### src/rtl/mix_pkg.sv
// Shared definitions for the multichannel mix pipeline: operation codes,
// default parameter values and the width-generic rotate-left helper.
package mix_pkg;

    typedef enum logic [1:0] {
        MODE_PASS = 2'd0,
        MODE_XOR  = 2'd1,
        MODE_ADD  = 2'd2,
        MODE_ROTX = 2'd3
    } mode_e;

    localparam int DEF_WIDTH   = 32;
    localparam int DEF_CHANNEL = 15;
    localparam int DEF_DEPTH   = 3;
    localparam int ROT_MAX_W   = 256;

    // Rotates the low w bits of x left by amt (amt < w, w <= ROT_MAX_W); upper bits of x must be 0.
    function automatic logic [ROT_MAX_W-1:0] rotl(input logic [ROT_MAX_W-1:0] x,
                                                  input int unsigned amt,
                                                  input int unsigned w);
        logic [ROT_MAX_W-1:0] mask;
        mask = {ROT_MAX_W{1'b1}} >> (ROT_MAX_W - w);
        return ((x << amt) | (x >> (w - amt))) & mask;
    endfunction

endpackage

### src/rtl/mix_alu.sv
// Combinational channel mixer: combines one input word with the selected
// channel accumulator according to the operation mode.
module mix_alu
    import mix_pkg::*;
#(
    parameter int WIDTH = DEF_WIDTH,
    parameter int CW    = 4
) (
    input  logic [1:0]       mode_i,
    input  logic [WIDTH-1:0] acc_i,
    input  logic [WIDTH-1:0] in_i,
    input  logic [CW-1:0]    idx_i,
    output logic [WIDTH-1:0] r_o
);

    localparam int unsigned WU = WIDTH;

    int unsigned rot_amt;

    always_comb begin
        rot_amt = 32'(idx_i) % WU;
        r_o     = in_i;
        case (mode_e'(mode_i))
            MODE_PASS: r_o = in_i;
            MODE_XOR:  r_o = acc_i ^ in_i;
            MODE_ADD:  r_o = acc_i + in_i;
            MODE_ROTX: r_o = acc_i ^ WIDTH'(rotl(ROT_MAX_W'(in_i), rot_amt, WU));
            default:   r_o = in_i;
        endcase
    end

endmodule

### src/rtl/multichan_mix_pipe.sv
// Round-robin multichannel accumulate/mix stage followed by a stallable
// DEPTH-stage output pipeline. Define MIX_SIG_EN to add the sig output.
module multichan_mix_pipe
    import mix_pkg::*;
#(
    parameter  int WIDTH   = DEF_WIDTH,
    parameter  int CHANNEL = DEF_CHANNEL,
    parameter  int DEPTH   = DEF_DEPTH,
    localparam int CW      = $clog2(CHANNEL)
) (
    input  logic             clk,
    input  logic             rst,
    input  logic [WIDTH-1:0] in,
    input  logic             in_valid,
    output logic             in_ready,
    input  logic [1:0]       mode,
    output logic [WIDTH-1:0] out,
    output logic [CW-1:0]    out_chan,
    output logic             out_valid,
    input  logic             out_ready
`ifdef MIX_SIG_EN
    ,
    output logic [WIDTH-1:0] sig
`endif
);

    // Handshake: a word transfers on in when in_valid && in_ready, and on out
    // when out_valid && out_ready; the pipeline moves as a whole only when the
    // last stage is empty or being drained.
    logic [WIDTH-1:0] acc_q [CHANNEL];
    logic [CW-1:0]    ptr_q;
    logic [CW-1:0]    ptr_d;
    logic [WIDTH-1:0] mix_r;
    logic             adv;
    logic             accept;

    assign adv      = !out_valid || out_ready;
    assign in_ready = adv && !rst;
    assign accept   = in_valid && in_ready;
    assign ptr_d    = (ptr_q == CW'(CHANNEL - 1)) ? '0 : ptr_q + CW'(1);

    mix_alu #(
        .WIDTH (WIDTH),
        .CW    (CW)
    ) u_alu (
        .mode_i (mode),
        .acc_i  (acc_q[ptr_q]),
        .in_i   (in),
        .idx_i  (ptr_q),
        .r_o    (mix_r)
    );

    always_ff @(posedge clk) begin
        if (rst) begin
            for (int c = 0; c < CHANNEL; c++) begin
                acc_q[c] <= '0;
            end
            ptr_q <= '0;
        end else if (accept) begin
            acc_q[ptr_q] <= mix_r;
            ptr_q        <= ptr_d;
        end
    end

    for (genvar s = 0; s < DEPTH; s++) begin : g_stage
        logic [WIDTH-1:0] data_q;
        logic [CW-1:0]    chan_q;
        logic             vld_q;

        if (s == 0) begin : g_first
            // A cycle that advances without an accept inserts a bubble.
            always_ff @(posedge clk) begin
                if (rst) begin
                    data_q <= '0;
                    chan_q <= '0;
                    vld_q  <= 1'b0;
                end else if (adv) begin
                    vld_q <= accept;
                    if (accept) begin
                        data_q <= mix_r;
                        chan_q <= ptr_q;
                    end
                end
            end
        end else begin : g_shift
            always_ff @(posedge clk) begin
                if (rst) begin
                    data_q <= '0;
                    chan_q <= '0;
                    vld_q  <= 1'b0;
                end else if (adv) begin
                    data_q <= g_stage[s-1].data_q;
                    chan_q <= g_stage[s-1].chan_q;
                    vld_q  <= g_stage[s-1].vld_q;
                end
            end
        end
    end

    assign out       = g_stage[DEPTH-1].data_q;
    assign out_chan  = g_stage[DEPTH-1].chan_q;
    assign out_valid = g_stage[DEPTH-1].vld_q;

`ifdef MIX_SIG_EN
    logic [WIDTH-1:0] sig_q;
    logic [WIDTH-1:0] sig_d;

    assign sig_d = sig_q ^ out;

    always_ff @(posedge clk) begin
        if (rst) begin
            sig_q <= '0;
        end else if (out_valid && out_ready) begin
            sig_q <= sig_d;
        end
    end

    assign sig = sig_q;
`endif

endmodule

### config.mk
export PLATFORM = sky130hd
export DESIGN_NAME = multichan_mix_pipe
export DESIGN_NICKNAME = d
export VERILOG_FILES = /design/src/rtl/mix_pkg.sv /design/src/rtl/mix_alu.sv /design/src/rtl/multichan_mix_pipe.sv
export SDC_FILE = /design/constraint.sdc
export NUM_CORES = 1
export LEC_CHECK = 0
export ABC_CLOCK_PERIOD_IN_PS = 8300
export CORE_UTILIZATION = 43
export DETAILED_ROUTE_END_ITERATION = 16
export SYNTH_ARGS = -nofsm -noshare
export SYNTH_HDL_FRONTEND = slang
export SYNTH_SLANG_ARGS = --single-unit
### constraint.sdc
create_clock -name clk -period 8.3 [get_ports clk]
set_clock_uncertainty 0.1 [all_clocks]
set_input_delay 1.66 -clock clk [delete_from_list [all_inputs] [get_ports clk]]
set_output_delay 1.66 -clock clk [all_outputs]
set_load 0.01 [all_outputs]
==> results.yml, run 1 <==
status:
  status: "finished, final reports clean"
route:
  drtIter0Drc: 2594
  dr.pass1.iters: 5
  wirelength_um: 96580
  viasPerCell: 6.202
  drc_errors: 0
  vias: 21330
  wl_per_cell_um: 28.08
  drtAntennaViolNets: 0
critical_path:
  crit_slowest_cell: "nor3_2"
  cp.arrival_ns: 6.50
  crit_path_max_incr_delay_ns: 0.86
  startpoint_type: "register"
  cp_data_required_time_ns: 8.53
  crit_top_cell: "mux4_2"
  critical-path-top-delay-family: "simple AND/OR/NAND/NOR gates"
  crit_buf_inv: 1
  path_cells: "buf_4 -> mux4_2 -> mux4_2 -> ha_1 -> and2_1 -> a221o_1 -> a221oi_2 -> o21ba_2 -> o211ai_1 -> and4b_1 -> nor3_2 -> nor2_1"
  end_kind: "register"
  criticalPathCategory: "reg -> reg"
  cp_max_fo: 38
die:
  io_pins: 76
  core_area_um2: 71730
  start_util_pct: 43.66
  dieHeight_um: 271.9
  die_w_um: 271.9
  dieArea_um2: 73920
  rows: 98
clock_tree:
  clockBufferDepth: 3
  clock_latency_ns: 0.64
  numClockSinks: 631
  htreeDepth: 2
  cts_setup_buffers: 0
  cts_root_buffer: "clkbuf_16"
  post_cts_resized: 0
  cts_buffers: 61
  path_clk_slew_ns: 0.06
  cts_hold_buffers: 0
  cts_tree: "built"
power:
  power_density_nw_per_um2: 220.1
  leakagePower_nw: 12.46
  peakVddDrop_uv: 184.1
logic_synthesis:
  async_reset_ff_share_pct: 0
  synth_top_cell_area_share_pct: 49.09
  synth_cells: 2455
  synthesis.area_um2: 31320
  synth_common_cells: "nor2_1 (573), edfxtp_1 (512), mux4_2 (207), clkbuf_1 (130), dfxtp_1 (119)"
  syn-num-nets: 2529
  synth_edf_count: 512
  syn_area_per_cell_um2: 12.76
  synth.largest_area_cell: "edfxtp_1"
  synth-seq-cells: 631
  synth_area_leaders: "edfxtp_1 (49%), mux4_2 (15%), dfxtp_1 (7.6%)"
  synth_warnings: 0
  synth_ff_type: "edfxtp_1"
  post-synth-top-count-cell: "nor2_1"
  synth_cell_types: 79
  synth_seq_area_share_pct: 56.70
placed_design:
  hpwl_um: 59190
  routabilityCongestion: 0.9060
  port_buffers: 75
  dp.cells: 3326
  pre_cts_slack_ns: 1.981
job:
  maxCapViolCount: 0
cells_and_area:
  drive_above_1_share_pct: 17.80
  layout.nets: 2513
  diodes: 0
  n_fill_cell: 6230
  finalNonFillerCells: 3439
  syn2layout_area_growth_pct: 11.19
sta:
  rsz0062_at_grt: "false"
  maxSlewViolCount: 0
  period_share_pct: 75.50
  fmax_mhz: 159.6
  finalHoldViolations: 0
  finalSetupTns_ns: 0
  tightestPinTransition_ns: 1.301
  worst_slack_ns: 2.033
  finalSetupViolCount: 0
  max-slew-margin-rel_pct: 13.26
  min_period_ns: 6.267
global_routing:
  grt_overflow: 0
  grt_pass1_vias: 21278
  track_usage_pct: 26.11
  antenna_found_initial: 0
  grt_max_degree: 76
  grt_pass1_wl_um: 141700
worst_hold_path:
  holdCritStartpoint: "g_stage[0].vld_q$_SDFFE_PP0N_"
  worstHoldPathType: "reg -> reg"
cell type report:
| type | instances | area, um^2 | area share, % |
|---|---|---|---|
| flip-flops and latches | 631 | 17770 | 51.05 |
| multi-input cells | 1553 | 12480 | 35.85 |
| clock buffers | 83 | 1700 | 4.883 |
| repair buffers | 138 | 1234 | 3.543 |
| well taps | 950 | 1189 | 3.414 |
| clock inverters | 30 | 239.0 | 0.6863 |
| inverters | 54 | 202.7 | 0.5821 |
placed cells by master (no fill, tap or decap), types with 11 or more instances in the layout:
master,netlist,routed
nor2_1,573,571
edfxtp_1,512,512
mux4_2,207,207
dfxtp_1,119,111
nand2_1,103,102
a21oi_1,73,73
a22o_1,73,73
clkdlybuf4s50_1,0,72
clkbuf_16,0,62
buf_4,14,61
o21ai_0,60,60
mux2i_1,53,53
inv_1,52,52
ha_1,35,35
a211oi_1,32,32
xnor2_1,28,28
nand3_1,39,27
nand3b_1,21,21
nor3_1,19,19
xor2_1,18,18
mux2_2,15,15
nand2b_2,0,14
clkbuf_1,130,14
nor2b_1,14,12
o211ai_1,12,12
nand3_2,0,12
clkinv_1,0,12
a31oi_1,11,11
per-stage QoR:
stage / hold WS, ns / total power, mW / instance area, um^2 / utilization (%)
floorplan: 0.3227 / 4.571 / 31320 / -
global placement: 0.3326 / 4.968 / 32880 / 45.84
detailed placement: 0.3437 / 4.993 / 32880 / 45.84
CTS: 0.3535 / 7.680 / 34820 / 48.54
global route: 0.3843 / 7.906 / 34820 / 48.54
finish: 0.3506 / 7.663 / 34820 / 48.54
cells by family (layout without fill, tap and decap cells):
logic type	count (synthesis)	after routing	synth area share [%]
AO/OA/AOI/OAI	362	362	8.294
multiplexers	276	276	17.20
AND/OR/NAND/NOR	833	833	11.17
buffers and inverters	271	305	3.879
adder cells (fa/ha/maj)	36	36	1.462
flip-flops	631	631	56.70
XOR/XNOR	46	46	1.286
tightest hold or removal path, delay by kind of cell (launching register included):
family	cells	cell delay [ns]
flops	1	0.31
simple gates	2	0.09
state kept, by name, summed over array words and instances (netlist names), named ones only:
register / cells
g_stage.vld_q: 2
g_stage.chan_q: 8
out_valid: 1
out_chan: 4
g_stage.data_q: 64
out: 32
acc_q: 512
ptr_q: 4
where the power goes:
| group | internal, mW | switching, mW |
|---|---|---|
| Clock | 1.53 | 1.20 |
| Combinational | 0.468 | 0.850 |
| Sequential | 3.55 | 0.0699 |
| Total | 5.55 | 2.12 |
metal layers:
layer	wire [um]	global-route usage, %
met5	0	0
met4	4207	11.15
met3	8323	4.011
met2	47110	43.54
met1	36940	33.96
path summary, 6_finish.rpt:
path              depth (start not counted)                            end  slack, ns
setup / recovery                         12     acc_q[1][29]$_SDFFCE_PN0P_       2.03
setup reg to reg                         12     acc_q[1][29]$_SDFFCE_PN0P_       2.03
hold reg to reg                           2  g_stage[0].vld_q$_SDFFE_PP0N_       0.35
hold / removal                            2  g_stage[0].vld_q$_SDFFE_PP0N_       0.35
Power figures use the tool's default switching activity.
==> run 2, diff against run 1 <==
--- a/config.mk
+++ b/config.mk
@@ -5,7 +5,7 @@
 export SDC_FILE = /design/constraint.sdc
 export NUM_CORES = 1
 export LEC_CHECK = 0
-export ABC_CLOCK_PERIOD_IN_PS = 8300
+export ABC_CLOCK_PERIOD_IN_PS = 6000
 export CORE_UTILIZATION = 43
 export DETAILED_ROUTE_END_ITERATION = 16
 export SYNTH_ARGS = -nofsm -noshare
==> constraint.sdc (replaced) <==
create_clock -name clk -period 6 [get_ports clk]
set_clock_uncertainty 0.1 [all_clocks]
set_input_delay 1.2 -clock clk [delete_from_list [all_inputs] [get_ports clk]]
set_output_delay 1.2 -clock clk [all_outputs]
set_load 0.01 [all_outputs]
==> run 2 against run 1 <==
Worst setup slack worse by 1.5 ns. Core utilization is 1.2 points higher. Count of clock-buffer cells in the layout is 1 lower. Hold slack hardly changed. Non-clock buffer count is 53 higher. Die area stayed put. Largest cell class unchanged. Via count is 2.7% higher. Critical path depth is 2 higher. Combinational power is 46% higher.
==> results.yml, run 2 (synthesis gave the netlist of run 1 again) <==
cells_and_area:
  final_cell_mix: "nor2_1 (571), edfxtp_1 (512), mux4_2 (207)"
  n_fill_cell: 6162
  mostFrequentLayoutCell: "nor2_1"
  largest_register: "acc_q"
  largest_reg_flops: 512
  layout.nets: 2573
  drive_above_1_share_pct: 20.08
  finalNonFillerCells: 3503
  syn2layout_area_growth_pct: 14.03
route:
  drtAntennaViolNets: 0
  vias: 21898
  wirelength_um: 101300
  drtIter0Drc: 2811
  top_layer: "met4"
  viasPerCell: 6.251
  met1Wirelength_um: 40300
  wl_per_cell_um: 28.91
  drc_errors: 0
  wl_met2_um: 47220
  dr.pass1.iters: 5
  wl_met3_um: 9567
clock_tree:
  post_cts_resized: 0
  clock_latency_ns: 0.63
  clockBufferDepth: 3
  cts_tree: "built"
  htreeDepth: 3
  cts_buffers: 68
  path_clk_slew_ns: 0.06
  cts_hold_buffers: 0
  cts_root_buffer: "clkbuf_16"
  numClockSinks: 631
  cts_setup_buffers: 0
sta:
  tightestPinTransition_ns: 1.005
  min_period_ns: 5.420
  maxSlewViolCount: 0
  finalSetupViolCount: 0
  max-slew-margin-rel_pct: 32.55
  period_share_pct: 90.33
  finalSetupTns_ns: 0
  fmax_mhz: 184.5
  finalHoldViolations: 0
  rsz0062_at_grt: "false"
die:
  core_area_um2: 71730
  rows: 98
  io_pins: 76
  dieHeight_um: 271.9
  start_util_pct: 43.66
  die_w_um: 271.9
  dieArea_um2: 73920
critical_path:
  cp.arrival_ns: 5.66
  worstRegToRegCells: 14
  reg2reg_slack_ns: 0.58
  critPathCapture: "acc_q[9][31]$_SDFFCE_PN0P_"
  cp_max_fo: 19
  criticalPathCategory: "reg -> reg"
  end_kind: "register"
  startpoint_type: "register"
  reg2reg_to: "acc_q[9][31]$_SDFFCE_PN0P_"
  cp_data_required_time_ns: 6.24
placed_design:
  routabilityCongestion: 0.9696
  port_buffers: 75
  dp.cells: 3379
  hpwl_um: 64670
power:
  power_density_nw_per_um2: 314.2
  peakVddDrop_uv: 238.2
  leakagePower_nw: 12.92
  p_total_mw: 11.22
worst_hold_path:
  worstHoldPathType: "reg -> reg"
global_routing:
  grt_max_degree: 76
  grt_overflow: 0
  track_usage_pct: 27.39
  antenna_found_initial: 0
  grt_pass1_wl_um: 146900
  grt_pass1_vias: 21355
status:
  status: "finished, final reports clean"
job:
  maxCapViolCount: 0
run 2: power breakdown:
group | internal [mW] | switching, mW | total (mW) | leakage (nW)
clock | 2.50 | 1.79 | 4.29 | 1.12
combinational | 0.701 | 1.23 | 1.93 | 5.58
sequential | 4.91 | 0.0837 | 5.00 | 6.23
total | 8.12 | 3.10 | 11.2 | 12.9
run 2: worst min-delay path by stage:
stage,start,to,cells past startpoint
floorplan,g_stage[0].vld_q$_SDFFE_PP0N_,g_stage[0].vld_q$_SDFFE_PP0N_,2
global placement,g_stage[0].vld_q$_SDFFE_PP0N_,g_stage[0].vld_q$_SDFFE_PP0N_,2
detailed placement,g_stage[0].vld_q$_SDFFE_PP0N_,g_stage[0].vld_q$_SDFFE_PP0N_,2
CTS,g_stage[0].vld_q$_SDFFE_PP0N_,g_stage[0].vld_q$_SDFFE_PP0N_,2
global route,g_stage[0].vld_q$_SDFFE_PP0N_,g_stage[0].vld_q$_SDFFE_PP0N_,2
finish,g_stage[0].vld_q$_SDFFE_PP0N_,g_stage[0].vld_q$_SDFFE_PP0N_,2
run 2: per-stage QoR:
stage	setup slack [ns]	hold WS, ns	util [%]	cell area (um^2)
final	0.5804	0.3505	49.78	35710
after global routing	0.2920	0.3768	49.77	35700
after CTS	0.6054	0.3529	49.77	35700
after detailed placement	0.6230	0.3426	46.61	33440
after global placement	0.6171	0.3328	46.61	33440
after floorplan	0.9250	0.3227	-	31320
run 2: worst max-delay path: stages (launching register included):
cell,delay (ns)
dfxtp_4,0.58
buf_12,0.26
buf_4,0.27
mux4_2,0.56
mux4_2,0.57
ha_1,0.43
nand2_1,0.17
nor3_1,0.26
a221oi_2,0.17
or4_1,0.56
a31oi_1,0.35
o21ai_0,0.22
a211oi_4,0.27
buf_4,0.26
nor2_1,0.08
run 2: per-layer routing:
metal	track usage, %	up-vias
li1	-	9284
met4	11.62	0
met1	37.99	11240
met5	0	-
met2	43.11	1199
met3	4.091	175
run 2: final cells by class:
| cell class | count | area (um^2) | area share (%) |
|---|---|---|---|
| Timing Repair Buffer | 191 | 1794 | 5.024 |
| Clock buffer | 82 | 1826 | 5.112 |
| Tap cell | 950 | 1189 | 3.329 |
| Antenna cell | 3 | 7.507 | 0.02102 |
| Clock inverter | 39 | 440.4 | 1.233 |
| Inverter | 54 | 202.7 | 0.5676 |
| Sequential cell | 631 | 17770 | 49.77 |
| Multi-Input combinational cell | 1553 | 12480 | 34.94 |
